`src/rtl/mac_mv_seq_pkg.sv`:
```
// Shared types and widths for the matrix-vector MAC sequencer.
package mac_mv_seq_pkg;

    typedef enum logic [2:0] {
        IDLE  = 3'd0,
        CLEAR = 3'd1,
        MAC   = 3'd2,
        WRITE = 3'd3,
        DONE  = 3'd4
    } state_t;

    localparam int OP_W  = 8;
    localparam int ACC_W = 19;
    localparam int N_MAX = 8;

endpackage

```
`src/rtl/mac_mv_seq_mac.sv`:
```
// 8x8 unsigned multiply-accumulate unit with synchronous clear.
module mac_mv_seq_mac
    import mac_mv_seq_pkg::*;
(
    input  logic [OP_W-1:0]  inA,
    input  logic [OP_W-1:0]  inB,
    input  logic             macc_clear,
    input  logic             clk,
    output logic [ACC_W-1:0] out
);

    logic [2*OP_W-1:0] prod;

    assign prod = inA * inB;

    always_ff @(posedge clk) begin
        if (macc_clear) begin
            out <= '0;
        end else begin
            out <= out + {{(ACC_W-2*OP_W){1'b0}}, prod};
        end
    end

endmodule

```
`src/rtl/mac_mv_seq.sv`:
```
// Sequencer computing y = A*x one row per clear/accumulate pass of the MAC.
//
// state | meaning
// IDLE  | waiting for start, MAC held cleared
// CLEAR | zero accumulator, present first operand addresses of the row
// MAC   | accumulate one product per cycle for N cycles, prefetching next
// WRITE | store row sum to result memory
// DONE  | one-cycle completion pulse
module mac_mv_seq
    import mac_mv_seq_pkg::*;
#(
    parameter int N  = 8,
    parameter int M  = 8,
    parameter int AW = (M * N > 1) ? $clog2(M * N) : 1,
    parameter int XW = (N > 1) ? $clog2(N) : 1,
    parameter int RW = (M > 1) ? $clog2(M) : 1
) (
    input  logic             clk,
    input  logic             reset,
    input  logic             start,
    output logic             busy,
    output logic             done,
    output logic [AW-1:0]    a_addr,
    input  logic [OP_W-1:0]  a_data,
    output logic [XW-1:0]    x_addr,
    input  logic [OP_W-1:0]  x_data,
    output logic             res_we,
    output logic [RW-1:0]    res_addr,
    output logic [ACC_W-1:0] res_data
);

    localparam logic [XW-1:0] LAST_K   = XW'(N - 1);
    localparam logic [RW-1:0] LAST_ROW = RW'(M - 1);
    localparam logic [AW-1:0] ROW_STEP = AW'(N);

    state_t          state;
    logic [RW-1:0]   row;
    logic [XW-1:0]   k;
    logic [XW-1:0]   f;
    logic [AW-1:0]   row_base;

    logic             mac_clear;
    logic [OP_W-1:0]  mac_a;
    logic [OP_W-1:0]  mac_b;
    logic [ACC_W-1:0] mac_out;

    always_ff @(posedge clk) begin
        if (reset) begin
            state    <= IDLE;
            row      <= '0;
            k        <= '0;
            f        <= '0;
            row_base <= '0;
            a_addr   <= '0;
            busy     <= 1'b0;
            done     <= 1'b0;
            res_we   <= 1'b0;
            res_addr <= '0;
        end else begin
            case (state)
                IDLE: begin
                    if (start) begin
                        state    <= CLEAR;
                        busy     <= 1'b1;
                        row      <= '0;
                        row_base <= '0;
                        a_addr   <= '0;
                        f        <= '0;
                        k        <= '0;
                    end
                end
                CLEAR: begin
                    state <= MAC;
                    if (f != LAST_K) begin
                        f      <= f + XW'(1);
                        a_addr <= a_addr + AW'(1);
                    end
                end
                MAC: begin
                    // fetch index runs one ahead of k and parks on the last column
                    if (f != LAST_K) begin
                        f      <= f + XW'(1);
                        a_addr <= a_addr + AW'(1);
                    end
                    if (k == LAST_K) begin
                        state    <= WRITE;
                        k        <= '0;
                        res_we   <= 1'b1;
                        res_addr <= row;
                    end else begin
                        k <= k + XW'(1);
                    end
                end
                WRITE: begin
                    res_we <= 1'b0;
                    if (row == LAST_ROW) begin
                        state <= DONE;
                        done  <= 1'b1;
                        row   <= '0;
                    end else begin
                        state    <= CLEAR;
                        row      <= row + RW'(1);
                        row_base <= row_base + ROW_STEP;
                        a_addr   <= row_base + ROW_STEP;
                        f        <= '0;
                    end
                end
                DONE: begin
                    state    <= IDLE;
                    done     <= 1'b0;
                    busy     <= 1'b0;
                    row_base <= '0;
                    a_addr   <= '0;
                    f        <= '0;
                end
                default: state <= IDLE;
            endcase
        end
    end

    assign x_addr = f;

    // Clear is held outside active rows so a fresh start always sees a zero accumulator.
    assign mac_clear = reset || (state == IDLE) || (state == CLEAR) || (state == DONE);
    assign mac_a     = (state == MAC) ? a_data : '0;
    assign mac_b     = (state == MAC) ? x_data : '0;
    assign res_data  = res_we ? mac_out : '0;

    mac_mv_seq_mac u_mac (
        .inA        (mac_a),
        .inB        (mac_b),
        .macc_clear (mac_clear),
        .clk        (clk),
        .out        (mac_out)
    );

endmodule

```
`config.mk`:
```
export PLATFORM = sky130hd
export DESIGN_NAME = mac_mv_seq
export DESIGN_NICKNAME = d
export VERILOG_FILES = /design/src/rtl/mac_mv_seq_pkg.sv /design/src/rtl/mac_mv_seq_mac.sv /design/src/rtl/mac_mv_seq.sv
export SDC_FILE = /design/constraint.sdc
export NUM_CORES = 1
export LEC_CHECK = 0
export CAP_MARGIN = 40
export CORE_MARGIN = 5
export CORE_UTILIZATION = 50
export CTS_CLUSTER_SIZE = 28
export DETAILED_ROUTE_END_ITERATION = 16
export PLACE_DENSITY = 0.72
export SETUP_SLACK_MARGIN = 0.3
export SLEW_MARGIN = 30
export SYNTH_ARGS = -nofsm -noshare
export SYNTH_HDL_FRONTEND = slang
export SYNTH_HIERARCHICAL = 1
export SYNTH_SLANG_ARGS = --single-unit
```
`constraint.sdc`:
```
create_clock -name clk -period 9.1 [get_ports clk]
set_clock_uncertainty 0.05 [all_clocks]
set_input_delay 1.365 -clock clk [delete_from_list [all_inputs] [get_ports clk]]
set_output_delay 1.365 -clock clk [all_outputs]
set_load 0.05 [all_outputs]
```
# Word-level counts from Yosys, hierarchy flattened
# Index checks and enable logic that the tools add are counted.
# totals
ff_bits	49
in_bits	19
out_inout_bits	34
word_cells	77
# op_classes
addsub	6
multipliers	1
n_eq_ne	12
n_mux	26
reduce_logical	21
# op_table
op	count
two-way mux 3 bit	8
case mux 3 bit (4 select lines)	2
case mux 6 bit (4 select lines)	1
adder 19 x 16 -> 19 bit	1
two-way mux 19 bit	1
two-way mux 6 bit	3
case mux 6 bit (3 select lines)	1
multiplier 8 x 8 -> 16 bit	1
two-way mux 8 bit	2
AND reduction 2 bit	7
case mux 3 bit (2 select lines)	2
nonzero test 2 bit	5
adder 3 x 1 -> 3 bit, second input constant	3
equality test 3 bit, second input constant	3
inequality test 2 bit, second input constant	4
adder 6 x 1 -> 6 bit, second input constant	1
adder 6 x 4 -> 6 bit, second input constant	1
equality test 3 x 2 -> 1 bit, second input constant	2
case mux 1 bit (2 select lines)	3
AND reduction 4 bit	1
nonzero test 4 bit	1
equality test 3 x 1 -> 1 bit, second input constant	1
zero test 3 bit	1
logical OR 1 bit	3
6 further kinds	8

# Depth between registers and ports, before layout
# depth
word_depth	4
ltp_mapped	21
ltp_nobuf	18

# Hierarchy
# Netlist, hierarchy kept.
# modules_own_cells
mod	instances	cells_per_inst	area_per_inst_um2	seq_area_each_um2
mac_mv_seq_mac	1	374	3193.1	380.4
mac_mv_seq	1	196	1629.1	540.5

# Least setup slack after synthesis
# Ideal clock, no wire load.
# synth_timing
kind	input-to-reg
start	input a_data[5]
end	register u_mac.out[14]
setup_ns	0.123
arrival_time_ns	5.241
required_ns	8.927
slack_ns	3.686
cell_stages	15
n_path_buf	1
cell_sequence	and2_1 -> clkbuf_1 -> and2_1 -> fa_1 -> fa_1 -> fa_1 -> inv_1 -> fa_1 -> inv_1 -> ha_1 -> a21oi_1 -> o21ai_0 -> a31o_1 -> a31oi_1 -> mux2_1
# synth_via
elab_chain_cells	3
# synth_lines
element	line	source
start, declared	mac_mv_seq.sv:24	input logic [OP_W-1:0] a_data,
two-way mux 8 bit	mac_mv_seq.sv:125	assign mac_a = (state == MAC) ? a_data : '0;
multiplier 8 x 8 -> 16 bit	mac_mv_seq_mac.sv:14	assign prod = inA * inB;
adder 19 x 16 -> 19 bit	mac_mv_seq_mac.sv:20	out <= out + {{(ACC_W-2*OP_W){1'b0}}, prod};
end signal, assigned	mac_mv_seq_mac.sv:20	
end, declared	mac_mv_seq_mac.sv:9	output logic [ACC_W-1:0] out
# No other way between the ends.
# A chain may end at the register's enable or synchronous reset.

# Final worst setup path
# layout_timing
start	register state[1]
end	register u_mac.out[14]
# layout_via
elab_chain_cells	4
word_cells_on_any_way	11
cone_classes	1 x add/sub; 1 x mul; 3 x eq/ne; 2 x mux; 4 x reduce/logical
# layout_lines
element	line	source
start, declared	mac_mv_seq.sv:36	state_t state;
start signal, assigned	mac_mv_seq.sv:49	state <= IDLE;
start signal, assigned	mac_mv_seq.sv:63	state <= CLEAR;
start signal, assigned	mac_mv_seq.sv:73	state <= MAC;
equality test 3 x 2 -> 1 bit	mac_mv_seq.sv:126	assign mac_b = (state == MAC) ? x_data : '0;
two-way mux 8 bit	mac_mv_seq.sv:126	
via mac_b[7]	mac_mv_seq.sv:44	logic [OP_W-1:0] mac_b;
multiplier 8 x 8 -> 16 bit	mac_mv_seq_mac.sv:14	
adder 19 x 16 -> 19 bit	mac_mv_seq_mac.sv:20	
# The timed path passes the listed nets, and every way through them passes these cells.

==> results.toml <==
[placement]
dpl.cell_count = 731
io_buffers = 52
place_congestion = 0.876
dp_hpwl_microns = 8650

[critical_path]
r2r_start = "state[1]$_SDFFE_PP0P_"
cp_data_required_time_ps = 9250
r2r-end = "u_mac/out[14]$_SDFF_PP0_"
regToRegSetupSlack_ps = 3120
crit_start = "state[1]$_SDFFE_PP0P_"
cp_max_fo = 22
crit_path_start_kind = "register"
worst_setup_path_end_kind = "register"
reg2reg_depth = 16
crit_type = "register to register"
critical_path_arrival_ps = 6130
critPathCapture = "u_mac/out[14]$_SDFF_PP0_"

[clock_tree]
h-tree-depth = 2
clock_path_buffers = 2
hold_buffers = 0
clock_latency_ps = 310
clk_pin_slew_ps = 90
cts_resized = 0
ctsRootBufferMaster = "clkbuf_8"
postCtsSetupRepairBufs = 0
clock-sinks = 46
cts_buffers = 5
cts_tree = "done"

[global_route]
grt.overflow.total = 0
grt_usage_pct = 19.8
antenna_found_initial = 0
grt_max_degree = 23
grt_pass1_wl_microns = 18800
grt_pass1_vias = 4014

[floorplan]
die-area_sq_um = 11700
initial_utilization_pct = 51.7
die_width_microns = 108
die_h_microns = 108
io_pins = 53
fp-row-count = 35
core_sq_um = 9330

[layout]
drive_gt1_share_pct = 3.61
area_growth_syn_to_layout_pct = 15.6
mostFrequentLayoutCells = "inv_1, and2_1, clkdlybuf4s50_1, fa_1, ha_1"
layout_commonest_cell = "inv_1"
num_antenna_cells = 0
final_util_pct = 59.8
stdcell_count = 739
fin_nets = 727

[detailed_routing]
dr_total_vias = 3895
wl_per_cell_microns = 14.6
drt_iter0_drc = 173
drc = 0
dr.pass1.iters = 4
via_per_inst = 5.27
ant_nets = 0
wl_microns = 10800

[sta]
period_share_pct = 65.7
tns_ps = 0
worst_pin_slew_ps = 793
slew_violations = 0
hold_violations = 0
setup_viol_count_final = 0
max_freq_mhz = 167
relSlewSlack_pct = 47.1
grt_setup_unrepaired = "false"
finalCriticalPeriod_ps = 5980

[synth]
synth_warnings = 6
synth_top_area_cell = "fa_1"
synth_top_area_share_pct = 20.8
ys_ff_latch = 46
async_flop_share_pct = 0
synth_edf_count = 0
ys_seq_area_share_pct = 19.1
synth_fp_nets = 688
yosys-top-cells-area = "fa_1, dfxtp_1, ha_1"
avgSynthCellArea_sq_um = 8.46
syn_inst = 570
ys.flop_type = "dfxtp_1"
ys_types = 55
syn_area_sq_um = 4820

[power]
p_leak_nw = 2.57
ir_worst_vdd_mv = 0.114
power_density_nw_per_um2 = 119

[outcome]
status = "finished clean"

[min_path]
hold_path_class = "register to register"

[run]
drv_cap = 0
-- per-stage QoR --
stage | power, W | setup slack, ps | instance area [sq um] | hold slack, ps
2_1_floorplan | 0.000418 | 3690 | 4820 | 410
3_3_place_gp | 0.000468 | 3050 | 5410 | 395
3_5_place_dp | 0.000477 | 2910 | 5430 | 396
4_1_cts | 0.000668 | 3140 | 5580 | 409
5_1_grt | 0.000707 | 2760 | 5580 | 432
6_report | 0.000663 | 3120 | 5580 | 409
-- cells in the mapped netlist, types with 2 or more instances --
cell / count
o211ai_1: 11
dfxtp_1: 46
xnor2_1: 4
o21ai_1: 3
nand2_1: 47
nand2b_1: 3
o32a_1: 2
nor2b_1: 8
nor3b_1: 3
inv_1: 105
a22oi_1: 5
xor2_1: 5
nor3_1: 5
o32ai_1: 4
o21a_1: 2
buf_4: 2
mux2_1: 3
a21o_1: 5
clkbuf_1: 15
a31oi_1: 4
nand3_1: 10
and2_1: 67
ha_1: 49
a2bb2oi_1: 3
a21oi_1: 29
a221oi_1: 2
mux2i_1: 2
o21ai_2: 3
o2111ai_1: 2
nand3b_1: 4
nor2_1: 31
o21ai_0: 8
and3_1: 5
buf_2: 3
fa_1: 50
-- how the worst min path moves through the flow --
stage,start,to,slack (ps),cells past startpoint
2_1_floorplan,row[1]$_SDFFE_PP0P_,res_addr[1]$_SDFFE_PP0P_,410,2
3_3_place_gp,res_addr[2]$_SDFFE_PP0P_,res_addr[2]$_SDFFE_PP0P_,400,2
3_5_place_dp,res_addr[1]$_SDFFE_PP0P_,res_addr[1]$_SDFFE_PP0P_,400,2
4_1_cts,res_addr[1]$_SDFFE_PP0P_,res_addr[1]$_SDFFE_PP0P_,410,2
5_1_grt,res_addr[1]$_SDFFE_PP0P_,res_addr[1]$_SDFFE_PP0P_,430,2
6_report,res_addr[1]$_SDFFE_PP0P_,res_addr[1]$_SDFFE_PP0P_,410,2
-- power breakdown --
group          switching [W]  internal (W)  total [W]
clock network      0.0000713      0.000117   0.000188
logic               0.000151     0.0000874   0.000238
registers          0.0000233      0.000213   0.000236
total               0.000246      0.000417   0.000663
-- sequential cells by signal (all words and copies together), names as in the netlist --
signal / flops
u_mac/out: 19
a_addr: 6
k: 3
x_addr: 3
done: 1
busy: 1
row: 3
row_base: 3
state: 3
res_addr: 3
res_we: 1
-- per-layer routing --
metal  global-route usage, %  vias up  routed length, microns
li1                        -     1912                       -
met1                    26.3     1899                    4900
met2                    33.7       70                    5340
met3                    2.57       14                     374
met4                    5.68        0                     202
met5                       0        -                       0
-- cell families after synthesis --
| kind of cell | synth area share [%] |
|---|---|
| xor gates and xnor gates | 1.63 |
| adders and majority gates | 33.5 |
| and+or+nand+nor | 20.9 |
| buffers and inverters | 10.2 |
| AOI/OAI and AO/OA | 13.6 |
| muxes | 1.12 |
| DFF | 19.1 |
-- critical path, stage by stage, from the launching register on --
cell	delay, ps
dfxtp_1	700
nor3b_4	770
and2_1	400
nand2_1	150
fa_1	530
fa_1	560
inv_1	60
fa_1	530
inv_1	50
fa_1	530
inv_1	40
ha_1	340
a21oi_1	240
o21ai_2	110
a31o_1	270
a31oi_1	200
mux2_1	330
-- layout make-up --
type | count | area, sq um
fillers | 864 | 3750
well taps | 129 | 161
clock buffers | 6 | 82.6
flip-flops and latches | 46 | 921
clock inverters | 2 | 60.1
inverters | 105 | 394
repair buffers | 53 | 536
multi-input cells | 398 | 3420
(Power assumes the default switching activity.)
